**config.mk**
```make
export PLATFORM = sky130hd
export DESIGN_NAME = shft_rx
export DESIGN_NICKNAME = d
export VERILOG_FILES = /design/src/rtl/shft_rx.sv
export SDC_FILE = /design/constraint.sdc
export NUM_CORES = 1
export LEC_CHECK = 0
export CORE_ASPECT_RATIO = 0.9
export CORE_MARGIN = 2
export CORE_UTILIZATION = 45
export CTS_BUF_LIST = sky130_fd_sc_hd__clkbuf_8
export DETAILED_ROUTE_END_ITERATION = 16
export PLACE_DENSITY = 0.68
export SLEW_MARGIN = 10
export SYNTH_ARGS = -nofsm -noshare
export SYNTH_HDL_FRONTEND = slang
export SYNTH_SLANG_ARGS = --single-unit
export TNS_END_PERCENT = 20
```
**constraint.sdc**
```tcl
create_clock -name clk -period 3 [get_ports clk]
set_clock_uncertainty 0.1 [all_clocks]
set_input_delay 0.75 -clock clk [delete_from_list [all_inputs] [get_ports clk]]
set_output_delay 0.75 -clock clk [all_outputs]
set_load 0.02 [all_outputs]
```
**src/rtl/shft_rx.sv**
```systemverilog
// shft_rx: serial-in/parallel-out receiver with a valid/ack holding register and sticky overrun flag
// Ports:
//   clk   - rising-edge clock
//   rst   - asynchronous active-high reset
//   din   - serial data bit, sampled when en=1
//   en    - bit strobe
//   dir   - bit order (1 = LSB first, 0 = MSB first), latched with the first bit of a word
//   clr   - synchronous clear of the partial word and ovr (dout/valid untouched)
//   ack   - consumer accepts dout while valid=1
//   dout  - last completed word
//   valid - dout holds an unconsumed word
//   busy  - a partial word is in progress
//   ovr   - sticky flag: a completed word was dropped
module shft_rx #(
    parameter int WIDTH = 8
) (
    input  logic             clk,
    input  logic             rst,
    input  logic             din,
    input  logic             en,
    input  logic             dir,
    input  logic             clr,
    input  logic             ack,
    output logic [WIDTH-1:0] dout,
    output logic             valid,
    output logic             busy,
    output logic             ovr
);
    localparam int CW = $clog2(WIDTH);
    localparam logic [CW-1:0] LAST = CW'(WIDTH - 1);
    logic [WIDTH-1:0] sr_q, sr_d, sr_sh, dout_q, dout_d;
    logic [CW-1:0]    cnt_q, cnt_d;
    logic             dir_q, dir_d, valid_q, valid_d, ovr_q, ovr_d, busy_q;
    logic             smp, ord, done, load;
    always_comb begin
        smp     = en && !clr;
        // the first bit of a word uses the live dir input, later bits the latched order
        ord     = (cnt_q == '0) ? dir : dir_q;
        sr_sh   = ord ? {din, sr_q[WIDTH-1:1]} : {sr_q[WIDTH-2:0], din};
        done    = smp && cnt_q == LAST;
        // holding register is free if empty or being drained this cycle
        load    = done && (!valid_q || ack);
        cnt_d   = clr ? '0 : !en ? cnt_q : done ? '0 : cnt_q + 1'b1;
        sr_d    = clr ? '0 : en ? sr_sh : sr_q;
        dir_d   = (smp && cnt_q == '0) ? dir : dir_q;
        dout_d  = load ? sr_sh : dout_q;
        valid_d = load ? 1'b1 : ack ? 1'b0 : valid_q;
        ovr_d   = clr ? 1'b0 : (done && !load) ? 1'b1 : ovr_q;
    end
    always_ff @(posedge clk or posedge rst) begin
        if (rst) begin
            sr_q    <= '0;
            cnt_q   <= '0;
            dir_q   <= 1'b1;
            dout_q  <= '0;
            valid_q <= 1'b0;
            ovr_q   <= 1'b0;
            busy_q  <= 1'b0;
        end else begin
            sr_q    <= sr_d;
            cnt_q   <= cnt_d;
            dir_q   <= dir_d;
            dout_q  <= dout_d;
            valid_q <= valid_d;
            ovr_q   <= ovr_d;
            busy_q  <= cnt_d != '0;
        end
    end
    assign dout  = dout_q;
    assign valid = valid_q;
    assign busy  = busy_q;
    assign ovr   = ovr_q;
endmodule

```
==> results.md <==
- # hold bufs at CTS: 0
- Worst slew pin tran: 0.513 ns
- Initial antenna violation count: 0
- Number of top-level design ports: 18
- Share of cells above drive strength 1: 11.7%
- Crit path time final: 2.21 ns
- Antenna diodes: 0
- Area of the die: 0.00335 mm^2
- Die Ht: 55.1 um
- Worst setup EP type: flop
- Hold Path Class: reg -> reg
- Area grow syn2layout: 17.4%
- R2R Setup Slk: 1.08 ns
- Latest clock arrival within the worst-skew pair: 0.27 ns
- Setup TNS: 0 ns
- Post-DP Area: 0.00149 mm^2
- CTS Buf Count: 3
- Most Crowded Layer GR: met2
- First-pass GRT wire length: 5.07 mm
- GRT Util Overall: 21.0%
- Post-synth top flop: dfrtp_1
- Peak supply drop: 0.330 mV
- Critical path data arrival time: 2.28 ns
- WS Path Type: in -> reg
- R2R depth: 4
- CTS H-tree depth: 1
- CTS tree: done
- Hold depth: 2
- Buffers inserted by post-CTS timing repair: 0
- Placer Congestion: 0.807
- Max_slew headroom: 65.7%
- CTS root buffer: clkbuf_8
- Final Cycle Share: 73.7%
- Sink Count: 23
- Design area: 0.00153 mm^2
- First drt pass iteration count: 4
- Max clock buf depth: 2
- Post-synthesis cell count: 131
- Total global routing overflow: 0
- Starting Density: 47.5%
- Yosys warning total: 0
- Fin. Hold Viols: 0
- Met2 usage: 33.9%
- Syn Area/Cell: 9.97 um^2
- Syn Nets: 141
- Die Wd: 60.8 um
- Avg WL per Cell: 16.4 um
- RSZ-0062 raised after global routing: false
- Endpoints failing setup: 0
- Via-per-instance ratio: 5.92
- Routed wire length: 3.03 mm
- Via Count: 1095
- Row count: 18
- Final nets: 156
- GR Util met1: 28.2%
- Distinct cells, synth: 29
- Status: complete, no violations
- Post-synthesis simple-gate area fraction: 25.5%
- Post-Synth XOR/XNOR Area: 0%
- Final ANT Viol Nets: 0
- Maximum clock rate: 453 MHz
- EDFF count, synth: 0
- Compound-Gate Fraction of Synth Area: 20.4%
- DP HPWL: 2.02 mm
- Post-synthesis sequential area ratio: 44.2%
- Power density cells: 427 mW/mm^2
- Met3 usage: 4.88%
- Clk slew on worst S/H paths: 0.08 ns
- Post-synthesis mux area share: 1.63%
- Largest net degree at the start of global routing: 24
- Cts repair resizes: 0
- Crit path max fanout: 17
- Core box area: 0.00275 mm^2
- Fill count: 259
- Fin. max-slew vios: 0
- Utilization after layout: 55.8%
- First DRT Iteration DRCs: 17
- #FFs+latches synth: 23
- Synth Cell Area: 0.00131 mm^2
- Port Buf Inserts: 17
- Largest family of logic cells by synthesized area: simple AND/OR/NAND/NOR gates
- Ys async rst share: 100%
- Startpoint Class: primary input
- DRC viols: 0
- Synth Area in Adders: 2.87%
- Crit path required time: 3.07 ns
- Leak: 0.642 nW
- Number of global-route vias before repair: 1037
- Max cap viols: 0
logic make-up after synthesis:
logic type	count (synthesis)
buffers and inverters	13
AOI/OAI and AO/OA	43
and+or+nand+nor	47
DFF	23
muxes	2
adders and majority gates	3
layer usage:
metal | vias to the layer above | part of all wire (%) | wire length, um
li1 | 513 | - | -
met1 | 549 | 46 | 1380
met2 | 26 | 49 | 1470
met3 | 7 | 4.6 | 138
met4 | 0 | 1.3 | 40
met5 | - | 0 | 0
report_power, final:
group,internal [mW],switching (mW),total [mW]
Clock,0.0916,0.0991,0.191
Sequential,0.328,0.0257,0.353
Combinational,0.0520,0.0583,0.110
Total,0.471,0.183,0.654
worst max-delay path, stage by stage:
cell             delay, ns
clkdlybuf4s50_1       0.67
nor4bb_1              0.45
a31oi_1               0.11
a311oi_1              0.29
state kept, by name, indices dropped and copies added (netlist names):
name and count:
cnt_q 3, valid 1, dir_q 1, ovr 1, sr_q 8, dout 8
busy 1
cell usage in the layout, fill, tap and decap left out, drive strengths merged:
master         netlist  final
nand3b               1      1
dfstp                1      1
clkbuf               2      3
mux2                 1      1
buf                  8      3
a31oi               17     17
clkdlybuf4s50        0     17
or2b                 1      1
nor2b                9      9
mux2i                1      1
and3b                1      1
or2                  1      1
a21oi               10     10
ha                   3      3
nor2                10     10
nand2b               3      3
inv                  3      4
o21ai                8      8
nor3b                1      1
and2                 9      9
dfrtp               22     22
or3                  1      1
and4bb               5      5
and2b                1      1
or3b                 1      1
a311oi               8      8
nor4bb               3      3
layout make-up:
class | count | area (um^2) | share of cell area, %
Multi-Input combinational cell | 95 | 658 | 42.9
Sequential cell | 23 | 577 | 37.6
Timing Repair Buffer | 20 | 193 | 12.6
Tap cell | 40 | 50.0 | 3.26
Clock buffer | 3 | 41.3 | 2.69
Inverter | 3 | 11.3 | 0.734
Clock inverter | 1 | 3.75 | 0.245
synth_stat cells (2+ instances only):
cell type,instances,area share [%]
a31oi_1,17,8.1
nor2_1,10,2.9
dfrtp_1,22,42
buf_6,2,1.7
and2_1,8,3.8
o21ai_0,7,2.7
ha_1,3,2.9
nor4bb_1,3,2.3
buf_2,6,2.3
nand2b_1,3,1.4
and4bb_2,5,4.8
a311oi_1,8,5.4
clkbuf_1,2,0.57
a21oi_1,10,3.8
inv_1,3,0.86
nor2b_1,9,4.3
final timing paths:
check	end	from
worst max register to register	dout[0]$_DFFE_PP0P_	cnt_q[2]$_DFF_PP0_
max in group asynchronous	dir_q$_DFFE_PP1P_	rst
worst max-delay path	sr_q[1]$_DFFE_PP0P_	dir
worst min register to register	ovr$_DFFE_PP0P_	ovr$_DFFE_PP0P_
min in group asynchronous	sr_q[0]$_DFFE_PP0P_	rst
worst min-delay path	ovr$_DFFE_PP0P_	ovr$_DFFE_PP0P_
per-stage QoR:
step / hold WS (ns) / worst slack [ns] / instances / total power [mW]
5_1_grt: 0.472 / 0.688 / 185 / 0.687
3_3_place_gp: 0.377 / 0.597 / 181 / 0.464
3_5_place_dp: 0.389 / 0.539 / 181 / 0.469
4_1_cts: 0.406 / 0.843 / 185 / 0.662
6_report: 0.400 / 0.790 / 185 / 0.654
2_1_floorplan: 0.439 / 1.33 / 131 / 0.430
No activity file was read; power rests on OpenSTA's default activity.
